**src/rtl/mant_mult_seq.sv**
```systemverilog
// mant_mult_seq
// Iterative shift-and-add significand multiplier. It takes two MANT_W-bit
// significands (hidden bit included), forms their 2*MANT_W-bit product over
// MANT_W BUSY cycles, and normalises the product by at most one position so
// that the MSB lands in bit 2*MANT_W-1. It also reports the exponent
// adjustment. The result feeds the mantissa rounding stage directly.
//
// Ports:
//   clk        system clock, rising edge
//   rst_n      asynchronous active-low reset
//   in_valid   operands a, b, sign_a, sign_b valid
//   in_ready   operands can be accepted (high only while idle)
//   a, b       multiplicand / multiplier significands, MANT_W bits
//   sign_a/b   operand signs
//   out_valid  product, exp_inc and sign valid
//   out_ready  downstream accepts the result
//   product    normalised 2*MANT_W-bit product
//   exp_inc    1: raw MSB was set (exponent +1); 0: product shifted left by 1
//   sign       sign_a ^ sign_b of the operation that produced product
module mant_mult_seq #(
  parameter int MANT_W = 24
) (
  input  logic                  clk,
  input  logic                  rst_n,
  input  logic                  in_valid,
  output logic                  in_ready,
  input  logic [MANT_W-1:0]     a,
  input  logic [MANT_W-1:0]     b,
  input  logic                  sign_a,
  input  logic                  sign_b,
  output logic                  out_valid,
  input  logic                  out_ready,
  output logic [2*MANT_W-1:0]   product,
  output logic                  exp_inc,
  output logic                  sign
);

  localparam int PW = 2 * MANT_W;
  localparam int CW = $clog2(MANT_W + 1);
  localparam logic [CW-1:0] CNT_LAST = CW'(MANT_W - 1);
  localparam logic [CW-1:0] CNT_ONE  = CW'(1);
  localparam logic [CW-1:0] CNT_ZERO = CW'(0);

  typedef enum logic [1:0] {
    ST_IDLE = 2'd0,
    ST_BUSY = 2'd1,
    ST_DONE = 2'd2
  } state_t;

  state_t            state_r;
  state_t            state_next_s;
  logic [PW-1:0]     mcand_r;
  logic [MANT_W-1:0] mplier_r;
  logic [PW-1:0]     acc_r;
  logic [CW-1:0]     cnt_r;
  logic              sign_lat_r;
  logic [PW-1:0]     product_r;
  logic              exp_inc_r;
  logic              sign_r;
  logic              in_ready_r;
  logic              out_valid_r;
  logic [PW-1:0]     sum_s;
  logic [PW:0]       norm_s;

  // Single-step normalisation: {exp_inc, product}. A zero or denormal sum is
  // only shifted once, so zero stays zero with exp_inc=0.
  function automatic logic [PW:0] normalise(input logic [PW-1:0] raw);
    logic [PW:0] res;
    if (raw[PW-1]) begin
      res = {1'b1, raw};
    end else begin
      res = {1'b0, raw[PW-2:0], 1'b0};
    end
    return res;
  endfunction

  // Partial-product sum for this iteration and its normalised form.
  always_comb begin
    sum_s = acc_r;
    if (mplier_r[0]) begin
      sum_s = acc_r + mcand_r;
    end else begin
      sum_s = acc_r;
    end
    norm_s = normalise(sum_s);
  end

  // Next-state logic for the IDLE/BUSY/DONE sequencer.
  always_comb begin
    state_next_s = state_r;
    case (state_r)
      ST_IDLE: begin
        if (in_valid) begin
          state_next_s = ST_BUSY;
        end else begin
          state_next_s = ST_IDLE;
        end
      end
      ST_BUSY: begin
        if (cnt_r == CNT_ZERO) begin
          state_next_s = ST_DONE;
        end else begin
          state_next_s = ST_BUSY;
        end
      end
      ST_DONE: begin
        if (out_ready) begin
          state_next_s = ST_IDLE;
        end else begin
          state_next_s = ST_DONE;
        end
      end
      default: state_next_s = ST_IDLE;
    endcase
  end

  // State, datapath and registered handshake/result outputs.
  always_ff @(posedge clk or negedge rst_n) begin
    if (!rst_n) begin
      state_r     <= ST_IDLE;
      mcand_r     <= {PW{1'b0}};
      mplier_r    <= {MANT_W{1'b0}};
      acc_r       <= {PW{1'b0}};
      cnt_r       <= CNT_ZERO;
      sign_lat_r  <= 1'b0;
      product_r   <= {PW{1'b0}};
      exp_inc_r   <= 1'b0;
      sign_r      <= 1'b0;
      in_ready_r  <= 1'b1;
      out_valid_r <= 1'b0;
    end else begin
      state_r     <= state_next_s;
      in_ready_r  <= (state_next_s == ST_IDLE);
      out_valid_r <= (state_next_s == ST_DONE);
      case (state_r)
        ST_IDLE: begin
          if (in_valid) begin
            mcand_r    <= {{MANT_W{1'b0}}, a};
            mplier_r   <= b;
            sign_lat_r <= sign_a ^ sign_b;
            acc_r      <= {PW{1'b0}};
            cnt_r      <= CNT_LAST;
          end
        end
        ST_BUSY: begin
          acc_r    <= sum_s;
          mcand_r  <= mcand_r << 1;
          mplier_r <= mplier_r >> 1;
          if (cnt_r == CNT_ZERO) begin
            // Last iteration: publish the result; the sign moves to the
            // output only now so a held result never changes under it.
            {exp_inc_r, product_r} <= norm_s;
            sign_r                 <= sign_lat_r;
          end else begin
            cnt_r <= cnt_r - CNT_ONE;
          end
        end
        ST_DONE: begin
          // Result registers hold until the next operation completes.
        end
        default: begin
        end
      endcase
    end
  end

  assign in_ready  = in_ready_r;
  assign out_valid = out_valid_r;
  assign product   = product_r;
  assign exp_inc   = exp_inc_r;
  assign sign      = sign_r;

endmodule

```
**config.mk**
```make
export PLATFORM = sky130hd
export DESIGN_NAME = mant_mult_seq
export DESIGN_NICKNAME = d
export VERILOG_FILES = /design/src/rtl/mant_mult_seq.sv
export SDC_FILE = /design/constraint.sdc
export NUM_CORES = 1
export LEC_CHECK = 0
export CAP_MARGIN = 20
export CORE_UTILIZATION = 50
export DETAILED_ROUTE_END_ITERATION = 10
export GPL_ROUTABILITY_DRIVEN = 0
export PLACE_DENSITY = 0.74
export SLEW_MARGIN = 20
export SYNTH_ARGS = -nofsm -noshare
export SYNTH_HDL_FRONTEND = slang
export SYNTH_SLANG_ARGS = --single-unit
```
**constraint.sdc**
```tcl
create_clock -name clk -period 3.48 [get_ports clk]
set_clock_uncertainty 0.15 [all_clocks]
set_input_delay 0.87 -clock clk [delete_from_list [all_inputs] [get_ports clk]]
set_output_delay 0.87 -clock clk [all_outputs]
set_load 0.05 [all_outputs]
```
==> results of run 1 <==
-- per-stage QoR --
| stage | std cells | cell area, sq um | setup TNS (ns) | hold slack [ns] | util, % |
|---|---|---|---|---|---|
| floorplan | 1226 | 10800 | 0 | 0.289 | - |
| global placement | 1617 | 12800 | -0.826 | 0.302 | 60.4 |
| detailed placement | 1617 | 12800 | -3.62 | 0.312 | 60.4 |
| CTS | 1661 | 13500 | -0.0146 | 0.229 | 64.0 |
| global route | 1672 | 13800 | -4.68 | 0.245 | 65.2 |
| finish | 1672 | 13800 | -0.454 | 0.231 | 65.2 |
-- kinds of logic after synthesis --
group,share of synthesized area (%)
and+or+nand+nor,17.1
muxes,7.65
xor gates and xnor gates,3.45
AOI/OAI and AO/OA,21.1
buffers and inverters,3.45
DFF,41.5
adders and majority gates,5.72
-- synthesized netlist by cell type (27+ instances only) --
library cell / count
clkbuf_1: 75
xnor2_1: 27
o22ai_1: 27
nand2_1: 220
o21ai_0: 125
ha_1: 48
nor2_1: 63
nor3_1: 32
nand3_1: 27
mux2i_1: 75
a21oi_1: 72
dfrtp_1: 179
-- metal layers --
layer	GRT usage, %	up-vias	share of wire [%]
met4	13.3	0	3.9
met2	46.6	339	48
li1	-	4780	-
met5	0	-	0
met3	4.37	86	4.8
met1	37.0	4840	43
-- cell type report --
class	instances	share of cell area [%]
clock buffers	18	3.19
clock inverters	14	1.03
inverters	13	0.354
multi-input cells	948	45.2
flip-flops and latches	180	32.7
well taps	275	2.50
repair buffers	224	15.0
-- layout by cell type, fill, tap and decap left out, types with 5 or more instances in the layout --
cell,count
o21a_1,12
dfrtp_1,178
nor2_1,63
nor3_1,28
a211o_1,10
buf_4,109
nor2b_1,12
ha_1,43
or3_1,8
o21ai_1,15
o21ai_0,117
a21o_1,10
mux2_2,5
xnor2_1,26
nand4_1,17
o22ai_1,26
mux2i_1,73
clkdlybuf4s50_1,104
a21oi_1,69
inv_1,12
o31ai_1,6
buf_12,6
nand3_1,27
and3_1,9
a221o_1,20
o31a_1,5
xor2_1,12
nand2_1,218
a211oi_1,6
o21bai_1,6
nand2b_1,7
clkbuf_16,18
-- sequential cells by signal (all words and copies together) (netlist names) --
register	count
exp_inc	1
state_r	2
mcand_r	48
acc_r	48
mplier_r	24
sign	1
out_valid	1
sign_lat_r	1
product	48
cnt_r	5
in_ready	1
-- how the worst min path moves through the flow --
stage,startpoint,endpoint,slack (ns)
floorplan,sign_lat_r,sign,0.29
global placement,sign_lat_r,sign,0.30
detailed placement,sign_lat_r,sign,0.31
CTS,rst_n,mcand_r[44],0.23
global route,rst_n,product[42],0.24
finish,rst_n,acc_r[38],0.23
-- report_power, final --
group	switching [mW]	internal, mW
combinational	4.43	3.01
sequential	0.643	2.88
clock	0.957	0.973
-- timing repair --
item / 4_1_cts / 5_1_grt
endpoints found under the setup margin: 45 / 54
cloned: 1 / 2
setup buffers: 11 / 9
gates resized for setup: 12 / 33
pin swaps: 9 / 16
hold buffers: 0 / 0
==> summary.txt, run 1 <==
Floorplanning
  • Die ar.: 22300 sq um
  • Starting Density: between 50% and 60%
  • # IOs: roughly 110
  • DIE HEIGHT: approximately 150 microns
  • Row count: 53
  • DIE WIDTH: 149 microns
  • Core area: 21200 sq um

Route
  • Vias after detailed routing: about 10k
  • Drt pass-1 iters: 5
  • Final ANT Viol Nets: 0
  • Drt wl/cell: between 15 and 20 microns
  • Drt total wl: between 30 and 40 mm
  • Starting DRT DRC Count: 678
  • DR vias/cell: ~6
  • Drc violations: 0

Power
  • Pwr per Cell Area: roughly 930 nW/um^2
  • Total power: roughly 13 mW
  • Max rail drop VDD: ~0.00044 V
  • Lkg Pwr: about 5.9 nW

Synth
  • Synth warn: 0
  • Main flop type after synthesis: dfrtp_1
  • Netlist Area Pre-Place: between 10000 and 15000 sq um
  • Cells after Synth: between 1k and 1.5k
  • Register area share after synthesis: roughly two fifths
  • Avg Cell Area, Syn: between 8 and 9 sq um
  • Ranking of synthesized cells by area: dfrtp_1 41%, nand2_1 7.6%, mux2i_1 6.9%, o21ai_0 5.8%, ha_1 5.5%
  • Async SR Flop Fraction: between 90% and 100%
  • Seq cells post-synth: 180
  • Unique masters post-synth: 67
  • Post-synth EDFFs: 0
  • Share of the synthesized area in the top cell type: between 40 and 50%
  • Area leader, netlist: dfrtp_1
  • Post-Syn Nets: 1329

Critical path
  • Most common cell type on the critical path: a211o_1
  • Termination of the worst setup path: product[40]
  • Critical-path cell list: ha_1, nand4_1, a211o_1, and3_4, a2111o_1, a211o_1, o211ai_4, xnor2_4, mux4_2, o21ai_1
  • Crit path DAT: 3.75 ns
  • Critical Path RT: between 3 and 4 ns
  • Crit-path slowest cell: mux4_2
  • Worst path depth: 10
  • Worst r2r dst: product[40]
  • Register-to-register setup slack: -0.05 ns
  • R2r worst-path depth: 10
  • Crit end category: register
  • Crit-path leading delay family: compound AO/OA/AOI/OAI gates
  • Startpoint Class: register
  • CP Max Fanout: 4
  • Worst R2R Start: mcand_r[2]
  • Worst path buffer plus inverter count: 0
  • CP max stage delay: around 0.53 ns
  • Crit Path Class: register to register
  • Worst setup path start: mcand_r[2]

Clock network
  • Root Buffer: clkbuf_16
  • CTS tree: built
  • CTS clk-pin slew, worst paths: roughly 0.080 ns
  • Num CTS Buffers: 17
  • Clk sink count: 180
  • CTS max path bufs: 2
  • CTS H-tree lvls: 4
  • Worst-Skew Late Latency: roughly 0.44 ns

Cells and area
  • Share of layout cells above drive strength 1: between 10% and 20%
  • Area delta synth->final: 27.1%
  • Number of diodes: 0
  • Post-layout nets: between 1k and 1.5k
  • Filler cells: ~1.7k
  • FF+latch area: 4510 sq um
  • Multi-input gate area: 6240 sq um

Placement
  • DP HPWL: around 21 mm
  • DP Worst Slack: -0.164 ns
  • IO buf count: between 100 and 150

STA
  • RSZ-0062 raised after global routing: yes
  • Worst Max-Slew Pin Slew: 1.15 ns
  • Final Slew Violations: 0
  • Final Hold Viols: 0
  • Post-layout minimum cycle time: approximately 3.5 ns
  • Final setup fails: 19
  • F_max: ~0.28 GHz
  • Period utilisation layout: 101%
  • Relative slew slack: around 23%
  • Final worst slack: -0.0458 ns

Run status
  • Failing checks: negative setup slack
  • Status: finished, violations left

Global route
  • Initial antenna violation count: 0
  • Vias in the first global route: a little under 10k
  • Grt total ovfl: 0
  • Global-route total usage across every layer: 28.4%
  • Largest net degree at the start of global routing: 94
  • Global-route wire length before repair: 49.6 mm

Run
  • MaxCap Viol Count: 0

Hold path
  • Hold WC Path Type: input pin to asynchronous set/reset pin
Power figures use the tool's default switching activity.
==> run 2, diff against run 1 <==
--- a/config.mk
+++ b/config.mk
@@ -10,6 +10,7 @@
 export DETAILED_ROUTE_END_ITERATION = 10
 export GPL_ROUTABILITY_DRIVEN = 0
 export PLACE_DENSITY = 0.74
+export REMOVE_ABC_BUFFERS = 1
 export SLEW_MARGIN = 20
 export SYNTH_ARGS = -nofsm -noshare
 export SYNTH_HDL_FRONTEND = slang
==> constraint.sdc (replaced) <==
create_clock -name clk -period 2.9 [get_ports clk]
set_clock_uncertainty 0.15 [all_clocks]
set_input_delay 0.725 -clock clk [delete_from_list [all_inputs] [get_ports clk]]
set_output_delay 0.725 -clock clk [all_outputs]
set_load 0.05 [all_outputs]
==> run 2 against run 1 <==
Compared with the run above: the flow still finishes with violations (negative setup slack); critical path depth is 2 higher; combinational power is 62% higher; fmax is 2.8% lower; power is 46% higher; first-iteration DRC count is 60% higher; non-clock buffer count is 190 higher; via count is 14% higher; die area stayed put; routed wire length is 21% higher; worst setup slack worse by 0.68 ns; critical endpoint unchanged; largest power group unchanged; highest routed layer unchanged.
==> summary.txt, run 2 (same netlist as run 1, synthesis figures left out) <==
Critical path
  • Register-to-register setup slack: -0.73 ns (was -0.05 ns)
  • Crit Path Class: register to register (unchanged)
  • Worst path buffer plus inverter count: 2 (was 0)
  • Worst path depth: 12 (was 10)
  • Worst R2R Start: mcand_r[8] (was mcand_r[2])
  • Crit end category: register (unchanged)
  • CP Max Fanout: 5 (was 4)
  • Startpoint Class: register (unchanged)
  • Crit-path slowest cell: mux4_2 (unchanged)
  • R2r worst-path depth: 12 (was 10)
  • Critical Path RT: 3.13 ns (was 3.70 ns)
  • Most common cell type on the critical path: buf_6 (was a211o_1)
  • Critical-path cell list: ha_4, nand4_1, a211o_1, and3_4, a2111o_1, buf_6, a21oi_4, o211ai_4, xnor2_4, buf_6, mux4_2, o21ai_2 (was ha_1, nand4_1, a211o_1, and3_4, a2111o_1, a211o_1, o211ai_4, xnor2_4, mux4_2, o21ai_1)
  • Crit-path leading delay family: compound AO/OA/AOI/OAI gates (unchanged)
  • Crit path DAT: 3.85 ns (was 3.75 ns)
  • Worst setup path start: mcand_r[8] (was mcand_r[2])
  • Worst r2r dst: product[40] (unchanged)
  • CP max stage delay: 0.50 ns (was 0.53 ns)

Run
  • MaxCap Viol Count: 0 (unchanged)

STA
  • Worst Max-Slew Pin Slew: 0.927 ns (was 1.15 ns)
  • Final worst slack: -0.729 ns (was -0.0458 ns)
  • Final setup fails: 73 (was 19)
  • Post-layout minimum cycle time: 3.63 ns (was 3.53 ns)
  • Final Hold Viols: 0 (unchanged)
  • RSZ-0062 raised after global routing: yes (unchanged)
  • Relative slew slack: 37.5% (was 22.7%)
  • Period utilisation layout: 125% (was 101%)
  • Final Slew Violations: 0 (unchanged)
  • F_max: 0.276 GHz (was 0.284 GHz)
  • Setup TNS: -37.28 ns (was -0.454 ns)

Power
  • Total power: 18.8 mW (was 12.9 mW)
  • Pwr per Cell Area: 1160 nW/um^2 (was 935 nW/um^2)
  • Sequential share of power: 22.6% (was 27.3%)
  • Max rail drop VDD: 0.000648 V (was 0.000440 V)
  • NetSw: 8.39 mW (was 6.03 mW)
  • Power share of the combinational group: 63.7% (was 57.7%)
  • Clock power share: 13.7% (was 15.0%)
  • Sw Ratio: 44.7% (was 46.8%)
  • Internal power: 10.4 mW (was 6.86 mW)
  • Lkg Pwr: 7.04 nW (was 5.91 nW)

Floorplanning
  • Die ar.: 22300 sq um (unchanged)
  • Starting Density: 51.3% (unchanged)
  • Core area: 21200 sq um (unchanged)
  • DIE HEIGHT: 149 microns (unchanged)
  • # IOs: 106 (unchanged)
  • Row count: 53 (unchanged)
  • DIE WIDTH: 149 microns (unchanged)

Clock network
  • CTS H-tree lvls: 4 (unchanged)
  • Root Buffer: clkbuf_16 (unchanged)
  • CTS tree: built (unchanged)
  • Worst-Skew Late Latency: 0.45 ns (was 0.44 ns)
  • CTS clk-pin slew, worst paths: 0.08 ns (about the same)
  • CTS max path bufs: 2 (unchanged)
  • Hold Buf Count CTS: 0 (unchanged)
  • Num CTS Buffers: 17 (unchanged)
  • Clk sink count: 180 (unchanged)

Cells and area
  • FF+latch area: 4510 sq um (unchanged)
  • Fin area: 16200 sq um (was 13800 sq um)
  • Post-layout nets: 1677 (was 1487)
  • Share of layout cells above drive strength 1: 31.4% (was 14.7%)
  • Most frequent cells in the layout: 270 x buf_4, 216 x nand2_1, 178 x dfrtp_1, 104 x clkdlybuf4s50_1, 99 x o21ai_0 (was 218 x nand2_1, 178 x dfrtp_1, 117 x o21ai_0, 109 x buf_4, 104 x clkdlybuf4s50_1)
  • Multi-input gate area: 6950 sq um (was 6240 sq um)
  • Area delta synth->final: 49.1% (was 27.1%)
  • Filler cells: 1294 (was 1720)
  • Number of diodes: 0 (unchanged)
  • Commonest non-fill, non-tap cell in the layout: buf_4 (was nand2_1)

Global route
  • Vias in the first global route: 11.3k (was 9651)
  • Initial antenna violation count: 0 (unchanged)
  • Global-route wire length before repair: 56.2 mm (was 49.6 mm)
  • Largest net degree at the start of global routing: 130 (was 94)
  • Global-route total usage across every layer: 32.0% (was 28.4%)
  • Grt total ovfl: 0 (unchanged)

Route
  • Starting DRT DRC Count: 1083 (was 678)
  • Drc violations: 0 (unchanged)
  • Vias after detailed routing: 11.5k (was 10.0k)
  • Drt wl/cell: 20.2 microns (was 18.7 microns)
  • Drt total wl: 37.7 mm (was 31.2 mm)
  • Final ANT Viol Nets: 0 (unchanged)
  • Drt pass-1 iters: 6 (was 5)
  • DR vias/cell: 6.17 (was 6.01)

Run status
  • Failing checks: negative setup slack (unchanged)
  • Status: finished, violations left (unchanged)

Placement
  • DP Area: 14100 sq um (was 12800 sq um)
  • DP Worst Slack: -0.772 ns (was -0.164 ns)
  • DP HPWL: 22.3 mm (was 21.3 mm)
  • IO buf count: 105 (unchanged)

Hold path
  • Hold WC Path Type: input pin to asynchronous set/reset pin (unchanged)
## run 2: layer usage
metal,share of wire (%),global-route usage [%],vias to the layer above,routed length [microns]
met2,49,52.6,605,18400
met4,4.4,15.8,0,1640
met3,7.3,7.13,160,2770
met5,0,0,-,0
li1,-,-,5144,-
met1,39,39.6,5576,14800
## run 2: timing repair
item	CTS	global route
hold endpoints to repair	0	0
pin swaps	44	53
setup buffers	27	15
gates cloned	4	1
endpoints found under the setup margin	81	83
resized for setup	123	102
## run 2: worst max path at each step
stage                  endpoint  slack, ns
floorplan             acc_r[36]      -6.71
global placement    product[30]      -0.67
detailed placement  product[30]      -0.77
CTS                 product[40]      -0.62
global route         product[1]      -0.80
finish              product[40]      -0.73
## run 2: stage by stage
step | instances | hold slack (ns) | utilization, %
global placement | 1794 | 0.302 | 66.8
finish | 1862 | 0.0554 | 76.4
CTS | 1851 | 0.0775 | 73.7
global route | 1862 | 0.0966 | 76.4
detailed placement | 1794 | 0.313 | 66.8
floorplan | 1141 | 0.279 | -
## run 2: area by class of cell
type	count	share of cell area [%]
clock inverters	14	1.24
inverters	13	0.302
clock buffers	18	2.65
multi-input cells	948	43.0
flip-flops and latches	180	27.9
well taps	275	2.13
repair buffers	414	22.8
## run 2: power groups by stage
stage / combinational, mW / clock (mW) / sequential, mW
global route: 12.7 / 2.67 / 4.33
CTS: 10.8 / 2.55 / 4.14
finish: 12.0 / 2.57 / 4.25
detailed placement: 9.65 / 0 / 4.14
floorplan: 4.57 / 0 / 5.02
global placement: 9.37 / 0 / 4.10
==> run 3, diff against run 2 <==
--- a/config.mk
+++ b/config.mk
@@ -6,10 +6,10 @@
 export NUM_CORES = 1
 export LEC_CHECK = 0
 export CAP_MARGIN = 20
-export CORE_UTILIZATION = 50
+export CORE_UTILIZATION = 53
 export DETAILED_ROUTE_END_ITERATION = 10
 export GPL_ROUTABILITY_DRIVEN = 0
-export PLACE_DENSITY = 0.74
+export PLACE_DENSITY = 0.78
 export REMOVE_ABC_BUFFERS = 1
 export SLEW_MARGIN = 20
 export SYNTH_ARGS = -nofsm -noshare
==> run 3 against run 2 <==
Compared with the run above: the flow still finishes with violations (negative setup slack); highest routed layer unchanged; final cell count shrank 0.27%; worst setup slack worse by 0.35 ns; sequential power barely moved; hold slack worse by 0.041 ns; clock power shrank 8.6%; via count rose by 6.3%; combinational power about the same; design area decreased by 0.94%; critical path type unchanged; register-to-register slack got worse by 0.35 ns.
==> summary.txt, run 3 (same netlist as run 1, synthesis figures left out) <==
Run status
  • Status: finished, violations left (unchanged)
  • Failing checks: negative setup slack (unchanged)

Cells and area
  • Number of diodes: 0 (unchanged)
  • Commonest non-fill, non-tap cell in the layout: buf_4 (unchanged)
  • Fin area: 16000 sq um (was 16200 sq um)
  • Most frequent cells in the layout: 278 x buf_4, 218 x nand2_1, 176 x dfrtp_1, 104 x clkdlybuf4s50_1, 103 x o21ai_0 (was 270 x buf_4, 216 x nand2_1, 178 x dfrtp_1, 104 x clkdlybuf4s50_1, 99 x o21ai_0)
  • Share of layout cells above drive strength 1: 30.3% (was 31.4%)
  • Area delta synth->final: 47.7% (was 49.1%)
  • Filler cells: 1045 (was 1294)
  • Post-layout nets: 1682 (was 1677)

STA
  • Final Hold Viols: 0 (unchanged)
  • RSZ-0062 raised after global routing: yes (unchanged)
  • F_max: 0.251 GHz (was 0.276 GHz)
  • Final setup fails: 87 (was 73)
  • Post-layout minimum cycle time: 3.98 ns (was 3.63 ns)
  • Final Slew Violations: 0 (unchanged)
  • Final worst slack: -1.08 ns (was -0.729 ns)
  • Period utilisation layout: 137% (was 125%)
  • Setup TNS: -62.94 ns (was -37.28 ns)
  • Relative slew slack: 9.74% (was 37.5%)
  • Worst Max-Slew Pin Slew: 1.34 ns (was 0.927 ns)

Critical path
  • Startpoint Class: register (unchanged)
  • Critical Path RT: 3.08 ns (was 3.13 ns)
  • Crit Path Class: register to register (unchanged)
  • Critical-path cell list: ha_2, buf_6, a21o_1, nand4_1, a211o_1, and3_4, a2111o_1, a211o_1, o211ai_2, buf_6, xor2_4, buf_12, buf_12, nor3_4, a221o_1 (was ha_4, nand4_1, a211o_1, and3_4, a2111o_1, buf_6, a21oi_4, o211ai_4, xnor2_4, buf_6, mux4_2, o21ai_2)
  • CP Max Fanout: 7 (was 5)
  • Worst path buffer plus inverter count: 4 (was 2)
  • Crit path DAT: 4.16 ns (was 3.85 ns)
  • Crit-path leading delay family: compound AO/OA/AOI/OAI gates (unchanged)
  • Crit-path slowest cell: a2111o_1 (was mux4_2)
  • Crit end category: register (unchanged)
  • CP max stage delay: 0.47 ns (was 0.50 ns)

Global route
  • Global-route total usage across every layer: 33.0% (was 32.0%)
  • Global-route wire length before repair: 56.0 mm (was 56.2 mm)
  • Largest net degree at the start of global routing: 130 (unchanged)
  • Initial antenna violation count: 0 (unchanged)
  • Vias in the first global route: 11.3k (about the same)
  • Grt total ovfl: 0 (unchanged)

Floorplanning
  • Core area: 19800 sq um (was 21200 sq um)
  • DIE HEIGHT: 145 microns (was 149 microns)
  • DIE WIDTH: 145 microns (was 149 microns)
  • Die ar.: 21000 sq um (was 22300 sq um)
  • Starting Density: 54.8% (was 51.3%)
  • # IOs: 106 (unchanged)
  • Row count: 51 (was 53)

Placement
  • IO buf count: 105 (unchanged)
  • DP HPWL: 21.7 mm (was 22.3 mm)
  • DP Area: 14100 sq um (about the same)

Route
  • Final ANT Viol Nets: 0 (unchanged)
  • Drt pass-1 iters: 10 (was 6)
  • DR vias/cell: 6.57 (was 6.17)
  • Drt total wl: 41.5 mm (was 37.7 mm)
  • Starting DRT DRC Count: 1607 (was 1083)
  • Drt wl/cell: 22.3 microns (was 20.2 microns)
  • Vias after detailed routing: 12.2k (was 11.5k)
  • Drc violations: 0 (unchanged)

Hold path
  • Hold WC Path Type: input pin to asynchronous set/reset pin (unchanged)

Power
  • Lkg Pwr: 7.05 nW (was 7.04 nW)
  • Pwr per Cell Area: 1170 nW/um^2 (was 1160 nW/um^2)
  • Max rail drop VDD: 0.000674 V (was 0.000648 V)
  • Total power: 18.7 mW (was 18.8 mW)

Clock network
  • Hold Buf Count CTS: 0 (unchanged)
  • CTS clk-pin slew, worst paths: 0.07 ns (was 0.08 ns)
  • CTS tree: built (unchanged)
  • Clk sink count: 180 (unchanged)
  • Root Buffer: clkbuf_16 (unchanged)
  • CTS H-tree lvls: 4 (unchanged)
  • CTS max path bufs: 2 (unchanged)
  • Num CTS Buffers: 17 (unchanged)
  • Worst-Skew Late Latency: 0.47 ns (was 0.45 ns)

Run
  • MaxCap Viol Count: 0 (unchanged)
run 3: changes by cell type in the layout (fill, tap and decap cells not counted), sizes merged:
cell / previous run / this run
bufinv: 4 / 1
clkbuf: 19 / 26
clkinv: 5 / 4
clkinvlp: 2 / 4
run 3: area by class of cell:
cell class,count,area [sq um],share of cell area (%)
sequential,180,4510,28.1
inverter,13,48.8,0.305
multi-input combinational,948,6790,42.4
clock inverter,12,118,0.734
timing repair buffer,419,3760,23.5
tap,265,332,2.07
clock buffer,20,457,2.85
run 3: power breakdown:
part	internal (mW)	switching (mW)	total, mW
combinational	5.33	6.79	12.1
clock	1.24	1.11	2.35
sequential	3.46	0.767	4.22
total	10.0	8.67	18.7
run 3: what timing repair did:
item / CTS / global route
setup buffers: 23 / 25
gates cloned: 0 / 7
endpoints found under the setup margin: 81 / 86
resized for setup: 84 / 109
pin swaps: 26 / 46
run 3: through the flow:
step / instances / util (%) / worst slack, ns / hold slack, ns
after floorplan: 1141 / - / -6.71 / 0.279
after global placement: 1774 / 71.1 / -0.636 / 0.301
after detailed placement: 1774 / 71.1 / -0.745 / 0.322
after CTS: 1829 / 76.6 / -0.636 / 0.0246
after global routing: 1857 / 81.0 / -1.07 / 0.0355
final: 1857 / 81.0 / -1.08 / 0.0148
run 3: layer usage:
metal  GRT usage (%)  wire, microns  share of wire, %
met5               0              0                 0
met4            17.2           3090               7.4
met3            6.38           4020               9.7
met2            54.5          19100                46
met1            41.0          15300                37
run 3: worst reg2reg max path: stages (launching register included):
cell	delay [ns]
dfrtp_1	0.38
ha_2	0.23
buf_6	0.10
a21o_1	0.16
nand4_1	0.24
a211o_1	0.45
and3_4	0.21
a2111o_1	0.47
a211o_1	0.34
o211ai_2	0.07
buf_6	0.17
xor2_4	0.22
buf_12	0.18
buf_12	0.17
nor3_4	0.04
a221o_1	0.27
run 3: worst paths after layout:
kind,end,slack (ns),cells after the start,startpoint
max in group asynchronous,in_ready,1.86,2,rst_n
min in group clk,mplier_r[16],0.34,2,mplier_r[17]
min reg2reg,mplier_r[16],0.34,2,mplier_r[17]
min,acc_r[13],0.01,1,rst_n
max reg2reg,product[14],-1.08,15,mcand_r[0]
max,product[14],-1.08,15,mcand_r[0]
